--- src/rtl/l3_miss_handler.sv ---
// L3 miss handler: looks up each upstream request in L3, fetches missing lines
// from RAM word by word, installs them through the fill port, and writes through.
module l3_miss_handler #(
  parameter int DATA_WIDTH = 32,
  parameter int ADDR_WIDTH = 32,
  parameter int LINE_SIZE  = 16,
  localparam int LINE_W    = LINE_SIZE * 8,
  localparam int WORDS     = LINE_W / DATA_WIDTH,
  localparam int CNT_W     = (WORDS > 1) ? $clog2(WORDS) : 1,
  localparam int OFF_W     = $clog2(LINE_SIZE),
  localparam int WB_W      = $clog2(DATA_WIDTH / 8)
) (
  input  logic                  clk,
  input  logic                  rst,
  input  logic                  req_valid,
  output logic                  req_ready,
  input  logic                  req_we,
  input  logic [ADDR_WIDTH-1:0] req_addr,
  input  logic [DATA_WIDTH-1:0] req_w_data,
  output logic                  resp_valid,
  output logic [LINE_W-1:0]     resp_line,
  output logic                  l3_valid,
  output logic                  l3_we,
  output logic [ADDR_WIDTH-1:0] l3_addr,
  output logic [DATA_WIDTH-1:0] l3_w_data,
  input  logic [LINE_W-1:0]     l3_r_data,
  input  logic                  l3_hit,
  output logic                  fill_en,
  output logic                  fill_mark_valid,
  output logic [ADDR_WIDTH-1:0] fill_addr,
  output logic [LINE_W-1:0]     fill_data,
  output logic                  ram_re,
  output logic                  ram_we,
  output logic [ADDR_WIDTH-1:0] ram_addr,
  output logic [DATA_WIDTH-1:0] ram_w_data,
  input  logic [DATA_WIDTH-1:0] ram_r_data,
  input  logic                  ram_r_valid,
  output logic [2:0]            dbg_state
);

  // Handshake: a request transfers on a cycle where req_valid && req_ready;
  // req_ready is high only in IDLE, so the requester holds req_valid until then.
  typedef enum logic [2:0] {IDLE, LOOKUP, FETCH, WAIT, FILL, WRITE, RESP} state_t;

  localparam logic [CNT_W-1:0] LAST = CNT_W'(WORDS - 1);

  state_t                state, state_n;
  logic [CNT_W-1:0]      cnt;
  logic [LINE_W-1:0]     buffer;
  logic [LINE_W-1:0]     resp_line_q;
  logic                  we_q;
  logic [ADDR_WIDTH-1:0] addr_q;
  logic [DATA_WIDTH-1:0] w_data_q;
  logic [ADDR_WIDTH-1:0] line_base;
  logic [ADDR_WIDTH-1:0] word_addr;
  logic [ADDR_WIDTH-1:0] fetch_addr;

  assign line_base  = {addr_q[ADDR_WIDTH-1:OFF_W], OFF_W'(0)};
  assign word_addr  = {addr_q[ADDR_WIDTH-1:WB_W], WB_W'(0)};
  assign fetch_addr = line_base | (ADDR_WIDTH'(cnt) << WB_W);

  always_ff @(posedge clk) begin
    if (rst) state <= IDLE;
    else     state <= state_n;
  end

  always_comb begin
    state_n = state;
    case (state)
      IDLE:    if (req_valid) state_n = LOOKUP;
      LOOKUP:  if (we_q)        state_n = WRITE;
               else if (l3_hit) state_n = RESP;
               else             state_n = FETCH;
      FETCH:   state_n = WAIT;
      WAIT:    if (ram_r_valid) state_n = (cnt == LAST) ? FILL : FETCH;
      FILL:    state_n = RESP;
      WRITE:   state_n = RESP;
      RESP:    state_n = IDLE;
      default: state_n = IDLE;
    endcase
  end

  always_ff @(posedge clk) begin
    if (rst) begin
      cnt         <= '0;
      buffer      <= '0;
      resp_line_q <= '0;
      we_q        <= 1'b0;
      addr_q      <= '0;
      w_data_q    <= '0;
    end else begin
      case (state)
        IDLE: if (req_valid) begin
          we_q     <= req_we;
          addr_q   <= req_addr;
          w_data_q <= req_w_data;
        end
        LOOKUP: if (!we_q) begin
          if (l3_hit) resp_line_q <= l3_r_data;
          else        cnt         <= '0;
        end
        WAIT: if (ram_r_valid) begin
          buffer[cnt*DATA_WIDTH +: DATA_WIDTH] <= ram_r_data;
          if (cnt != LAST) cnt <= cnt + 1'b1;
        end
        FILL:  resp_line_q <= buffer;
        WRITE: resp_line_q <= '0;
        default: ;
      endcase
    end
  end

  // Strobes decode straight from the state register; address/data fields
  // come from the latched request and the fetch counter.
  assign req_ready       = (state == IDLE);
  assign resp_valid      = (state == RESP);
  assign resp_line       = resp_line_q;
  assign l3_valid        = (state == LOOKUP);
  assign l3_we           = (state == LOOKUP) && we_q;
  assign l3_addr         = addr_q;
  assign l3_w_data       = w_data_q;
  assign fill_en         = (state == FILL);
  assign fill_mark_valid = (state == FILL);
  assign fill_addr       = line_base;
  assign fill_data       = buffer;
  assign ram_re          = (state == FETCH);
  assign ram_we          = (state == WRITE);
  assign ram_addr        = (state == WRITE) ? word_addr : fetch_addr;
  assign ram_w_data      = w_data_q;
  assign dbg_state       = state;

endmodule

--- config.mk ---
export PLATFORM = sky130hd
export DESIGN_NAME = l3_miss_handler
export DESIGN_NICKNAME = d
export VERILOG_FILES = /design/src/rtl/l3_miss_handler.sv
export SDC_FILE = /design/constraint.sdc
export NUM_CORES = 1
export LEC_CHECK = 0
export CORE_AREA = 2 2 253 255
export DETAILED_ROUTE_END_ITERATION = 10
export DIE_AREA = 0 0 255 257
export GPL_ROUTABILITY_DRIVEN = 0
export GPL_TIMING_DRIVEN = 1
export HOLD_SLACK_MARGIN = 0.08
export PLACE_DENSITY = 0.48
export REMOVE_ABC_BUFFERS = 1
export SLEW_MARGIN = 20
export SYNTH_ARGS = -nofsm -noshare
export SYNTH_HDL_FRONTEND = slang
export SYNTH_SLANG_ARGS = --single-unit
--- constraint.sdc ---
create_clock -name clk -period 2 [get_ports clk]
set_input_delay 0.4 -clock clk [delete_from_list [all_inputs] [get_ports clk]]
set_output_delay 0.4 -clock clk [all_outputs]
set_load 0.05 [all_outputs]
# After elaboration in Yosys (flattened, before gate mapping)

Cells that the tools add are included.

Flip-flop bits (word level): 326
Input bits: 230
Output and inout port bits: 427

Add/sub/neg operators: 2
Equality and inequality tests: 14
Shifts and indexed selects: 2
Muxes and demuxes: 16
Bitwise operators: 1
Reduce and logical (&&, ||, !) cells: 10

Operators with widths:

| kind                                                                      | number |
|---|---|
| 128-bit one-hot mux with 3 select lines                                   | 1 |
| 128-bit 2-to-1 mux                                                        | 2 |
| 128-bit bitwise mux                                                       | 1 |
| 32-bit by 34-bit variable shift with 128-bit output, first input constant | 1 |
| 32-bit by 34-bit indexed part select with 128-bit output                  | 1 |
| 7-bit negation with 34-bit output                                         | 1 |
| 32-bit 2-to-1 mux                                                         | 1 |
| 32-bit by 4-bit bitwise OR with 32-bit output                             | 1 |
| 3-bit 2-to-1 mux                                                          | 5 |
| 3-bit one-hot mux with 5 select lines                                     | 1 |
| 2-bit inequality test, second input constant                              | 6 |
| 3-bit equality test, second input constant                                | 3 |
| 2-bit 2-to-1 mux                                                          | 4 |
| 3-bit by 2-bit equality test with 1-bit output, second input constant     | 2 |
| 2-bit AND reduction                                                       | 3 |
| 5-bit AND reduction                                                       | 1 |
| 2-bit one-hot mux with 2 select lines                                     | 1 |
| 3-bit by 1-bit equality test with 1-bit output, second input constant     | 1 |
| 3-bit logical NOT                                                         | 1 |
| 3-bit AND reduction                                                       | 1 |
| 3-bit nonzero test                                                        | 1 |
| 2-bit by 1-bit adder with 2-bit output, second input constant             | 1 |
| 2-bit equality test, second input constant                                | 1 |
| 2-bit by 1-bit inequality test with 1-bit output, second input constant   | 1 |
| other kinds (3)                                                           | 3 |

# Logic depth before layout (Yosys ltp)

Depth after elaboration: 4
Depth in mapped cells: 8
Gate-level depth less buffers: 6

# Worst setup path before layout

OpenSTA, ideal clock, no wires.

Path type: register -> output
Start point: register state[1] (netlist: dbg_state[1])
End point: output ram_addr[2]
Arrival time: 2.717 ns
Setup slack: -1.117 ns
Stages on the path, launching flop included: 7
Cell sequence: dfxtp_1 -> buf_2 -> and2b_1 -> clkbuf_2 -> nand2_1 -> inv_1 -> o21ai_0

Word-level cells in the longest chain between the ends: 2

Ends and longest elaborated chain:

| element                | RTL line | source |
|---|---|---|
| from (decl)            | 47       | `state_t state, state_n;` |
| from (signal assigned) | 64       | `else state <= state_n;` |
| 3-bit equality test    | n/a      |  |
| net ram_we             | 33       | `output logic ram_we,` |
| 32-bit 2-to-1 mux      | 128      | `assign ram_addr = (state == WRITE) ? word_addr : fetch_addr;` |
| to (decl)              | 34       | `output logic [ADDR_WIDTH-1:0] ram_addr,` |

The timed path passes the listed nets, and every way through them passes these cells.

# Worst setup path after layout

Start point: register state[1] (netlist: dbg_state[1])
End point: output ram_addr[2]

Word-level cells in the longest chain between the ends: 2

Ends and longest elaborated chain:

| element             | RTL line |
|---|---|
| 3-bit equality test | 128 |
| 32-bit 2-to-1 mux   | 128 |

Every way passes these cells.

==> summary by stage <==
Status
The run finished, with violations left. The final reports fail on negative setup slack.

Timing
The number of hold violations in the final report is 0. At the pin with the least slew margin, the transition time is 0.5421 ns. Setup violations remaining at the end of the flow were counted as 4. In the post-route analysis, the smallest setup slack over all paths is -0.09438 ns.

For the finished layout, the period the worst path requires is 2.094 ns. The number of pins with negative max-slew slack in the final report is 0. The worst slew margin relative to its limit is 0.6400. The peak clock frequency supported by timing is 0.4775 GHz.

In the finished design, the share of the clock period the worst path needs comes to 1.047. Setup repair after global routing could not meet its margin everywhere. On the final layout, the worst clock skew is 0.009462 ns.

Clocking
The clock reaches the later pin of the worst-skew pair after 0.56 ns. TritonCTS built the clock tree. The clock net in this run drives a total of 326 sinks. The tree is rooted in a sky130_fd_sc_hd__clkbuf_16. The number of CTS-inserted buffers is 41.

The CTS clock-pin slew for the worst setup and hold paths is 0.06 ns. The total number of H-tree levels is 2. The maximum count of clock buffers along a single path is 3.

Logic synthesis
The proportion of register bits with asynchronous set or reset after synthesis is 0. The synthesized design contains 0 enable-type register cells. The summed instance area of the synthesized netlist is 14470 um^2. For this run, the leading register cell type out of synthesis is sky130_fd_sc_hd__dfxtp_1. In this run the mean area of a mapped cell was 8.311 um^2.

The number of warnings printed during yosys synthesis is 0. The post-synthesis register bit count is 326. Synthesis handed over a netlist of 1741 instances.

The count of different cell masters after synthesis is 39. The share of synthesized area occupied by flip-flops and latches is 0.4510.

Routing
For this run, design rule violations remaining after detail routing come to 0. The detailed route wirelength on metal2 is 34090 um. After detailed routing, the number of vias per cell comes to 4.638. The total via count after detailed routing is 14.77k. The total wirelength of the detailed-routed design is 66350 um.

The detail route stage leaves a number of antenna-violating nets equal to 0. Dividing the detail-routed wire length by the instance count gives 20.84 um. After detailed routing, no signal wire sits above met5. In the final routing, the length of wire on met1 measures 26410 um. The length of routed met3 wiring is 4252 um. The first routing iteration left 810 violations. Before antenna repair, the detailed router went through 5 iterations.

Floorplan
The core box area is 62740 um^2. The die outline height is 257 um. The die extent in x is 255 um. The total number of placement rows is 92. The top-level I/O count is 657. The die covers 65540 um^2. The initial utilization of the core area, before any placement, comes to 0.2307.

Worst setup path
The type of destination of the critical path is an output pin. The critical path class is reg -> out. At the worst endpoint, the arrival time is 1.69 ns. For the worst flop-to-flop path, the logic depth is 9. Along the worst path, the maximum fanout reaches 3. The startpoint class of the critical path is a flip-flop. Data on the critical path is required at its endpoint by 1.60 ns.

Global route
The via count of the first global-routing pass is 14.68k. The aggregate global routing overflow is 0. The first-pass GRT wire length is 96340 um. The initial antenna violation count is 11.

For this run, the total global-route usage over all layers was measured as 0.1938. The maximum number of pins on one net before global-route repair is 70.

Power
Total power for the finished layout comes to 0.02484 W. The leakage power figure is 10.01 nW. Across the VDD grid, the largest voltage drop is 618.7 uV. The power density normalized to cell area is 1082 nW/um^2.

Flow run
Across the run, the number of max-cap violations was 0.

Layout
The layout cell share with drive strength beyond 1 is 0.1842. Leaving out filler cells and counting taps, the final layout contains 3184. The net count of the finished layout is 2537. The synthesis-to-finish area growth is 58.58%.

Placed design
The placed cell count is 3080. Detailed placement finished with a half-perimeter wire length of 49680 um. The port buffer count is 650.

Hold path
The type of the tightest min-delay check is in -> reg. The instance count along the most critical hold path is 3.
[where the power goes]
| group | internal (W) | total [W] | switching [W] |
|---|---|---|---|
| Clock | 0.00468 | 0.00765 | 0.00297 |
| Combinational | 0.00298 | 0.00938 | 0.00639 |
| Sequential | 0.00727 | 0.00781 | 0.000536 |
| Total | 0.0149 | 0.0248 | 0.00990 |
[logic make-up (layout without fill, tap and decap cells)]
family | Yosys count | count (layout) | share of synthesized area
AO/OA/AOI/OAI | 465 | 465 | 0.2126
adder cells (fa/ha/maj) | 6 | 6 | 0.005188
buffers and inverters | 263 | 851 | 0.1051
flip-flops | 326 | 326 | 0.4510
multiplexers | 1 | 1 | 0.0006918
other | 1 | 10 | 0.0002592
AND/OR/NAND/NOR | 679 | 679 | 0.2252
[synth_stat cells (2+ instances only)]
master,n,area share
sky130_fd_sc_hd__buf_6,8,0.0062
sky130_fd_sc_hd__and3_1,130,0.056
sky130_fd_sc_hd__nand2_2,2,0.00086
sky130_fd_sc_hd__inv_1,5,0.0013
sky130_fd_sc_hd__nand3_1,67,0.023
sky130_fd_sc_hd__o21ai_0,24,0.0083
sky130_fd_sc_hd__nand2b_1,4,0.0017
sky130_fd_sc_hd__and2_1,5,0.0022
sky130_fd_sc_hd__dfxtp_1,326,0.45
sky130_fd_sc_hd__clkbuf_2,7,0.0024
sky130_fd_sc_hd__nor3_1,2,0.00069
sky130_fd_sc_hd__buf_4,103,0.053
sky130_fd_sc_hd__a21oi_1,262,0.091
sky130_fd_sc_hd__nand2_1,264,0.068
sky130_fd_sc_hd__nand3b_1,66,0.034
sky130_fd_sc_hd__ha_1,6,0.0052
sky130_fd_sc_hd__nor2_1,134,0.035
sky130_fd_sc_hd__o21ai_1,43,0.015
sky130_fd_sc_hd__buf_2,62,0.021
sky130_fd_sc_hd__buf_1,7,0.0018
sky130_fd_sc_hd__a211oi_2,80,0.069
sky130_fd_sc_hd__a211oi_1,48,0.025
sky130_fd_sc_hd__clkbuf_1,70,0.018
[routing by layer]
| layer | global-route usage | vias up |
|---|---|---|
| li1 | - | 7040 |
| met1 | 0.2261 | 7086 |
| met2 | 0.3572 | 552 |
| met3 | 0.04046 | 87 |
| met4 | 0.04662 | 2 |
| met5 | 0 | - |
[cell usage in the layout, fill, tap and decap left out, types with 8 or more instances in the layout]
| cell | count |
|---|---|
| sky130_fd_sc_hd__dfxtp_1 | 323 |
| sky130_fd_sc_hd__a21oi_1 | 262 |
| sky130_fd_sc_hd__nor2_1 | 130 |
| sky130_fd_sc_hd__clkbuf_8 | 13 |
| sky130_fd_sc_hd__buf_6 | 8 |
| sky130_fd_sc_hd__clkbuf_1 | 10 |
| sky130_fd_sc_hd__nand3_1 | 65 |
| sky130_fd_sc_hd__clkbuf_16 | 43 |
| sky130_fd_sc_hd__buf_12 | 45 |
| sky130_fd_sc_hd__and3_1 | 129 |
| sky130_fd_sc_hd__nand3b_1 | 66 |
| sky130_fd_sc_hd__clkdlybuf4s50_1 | 228 |
| sky130_fd_sc_hd__o21ai_1 | 43 |
| sky130_fd_sc_hd__buf_4 | 194 |
| sky130_fd_sc_hd__dlygate4sd2_1 | 289 |
| sky130_fd_sc_hd__o21ai_0 | 22 |
| sky130_fd_sc_hd__a211oi_1 | 48 |
| sky130_fd_sc_hd__a211oi_2 | 80 |
| sky130_fd_sc_hd__nand2_1 | 259 |
[final cells by class]
type                            count  area [um^2]
Clock inverter                     10        110.1
Antenna cell                        4        10.01
Inverter                            6        37.54
Timing Repair Buffer              769         7336
Fill cell                        6539        39790
Tap cell                          846         1059
Sequential cell                   326         6535
Clock buffer                       66         1292
Multi-Input combinational cell   1157         6568
[state kept, by name (all words and copies together), names as in the netlist]
| signal | cells |
|---|---|
| dbg_state | 3 |
| cnt | 2 |
| fill_data | 128 |
| l3_w_data | 32 |
| we_q | 1 |
| resp_line | 128 |
| l3_addr | 32 |
[stage by stage]
step / setup TNS, ns / area (um^2) / util / hold WS (ns) / worst slack, ns
2_1_floorplan: -964.13 / 12990 / - / 0.4646 / -6.275
3_3_place_gp: -2.288 / 21550 / 0.3435 / 0.4511 / -0.06935
3_5_place_dp: -4.044 / 21550 / 0.3435 / 0.4529 / -0.09064
4_1_cts: -0.4900 / 22840 / 0.3641 / 0.3281 / -0.1176
5_1_grt: -1.253 / 22940 / 0.3657 / 0.3479 / -0.1835
6_report: -0.2540 / 22950 / 0.3658 / 0.3526 / -0.09438
[worst paths after layout]
kind | from | end | slack [ns]
setup / recovery | dbg_state[1]$_SDFFE_PP0P_ | ram_addr[2] | -0.09
hold / removal | rst | resp_line[67]$_SDFFE_PP0P_ | 0.35
setup reg to reg | dbg_state[1]$_SDFFE_PP0P_ | resp_line[82]$_SDFFE_PP0P_ | 0.15
hold reg to reg | l3_addr[0]$_SDFFE_PP0P_ | l3_addr[0]$_SDFFE_PP0P_ | 0.46
[repair_timing]
| action | CTS | global route |
|---|---|---|
| resized for setup | 330 | 10 |
| setup endpoints to repair | 299 | 41 |
| setup buffers | 15 | 10 |
| hold buffers | 0 | 0 |
| pin swaps | 4 | 2 |
[worst max-delay path, stage by stage (launching register included)]
cell and delay [ns]:
sky130_fd_sc_hd__dfxtp_2 0.33, sky130_fd_sc_hd__buf_6 0.11, sky130_fd_sc_hd__and2b_4 0.27, sky130_fd_sc_hd__buf_6 0.11, sky130_fd_sc_hd__nand3_2 0.07, sky130_fd_sc_hd__o21ai_2 0.09
sky130_fd_sc_hd__buf_12 0.16
(Power assumes the default switching activity.)
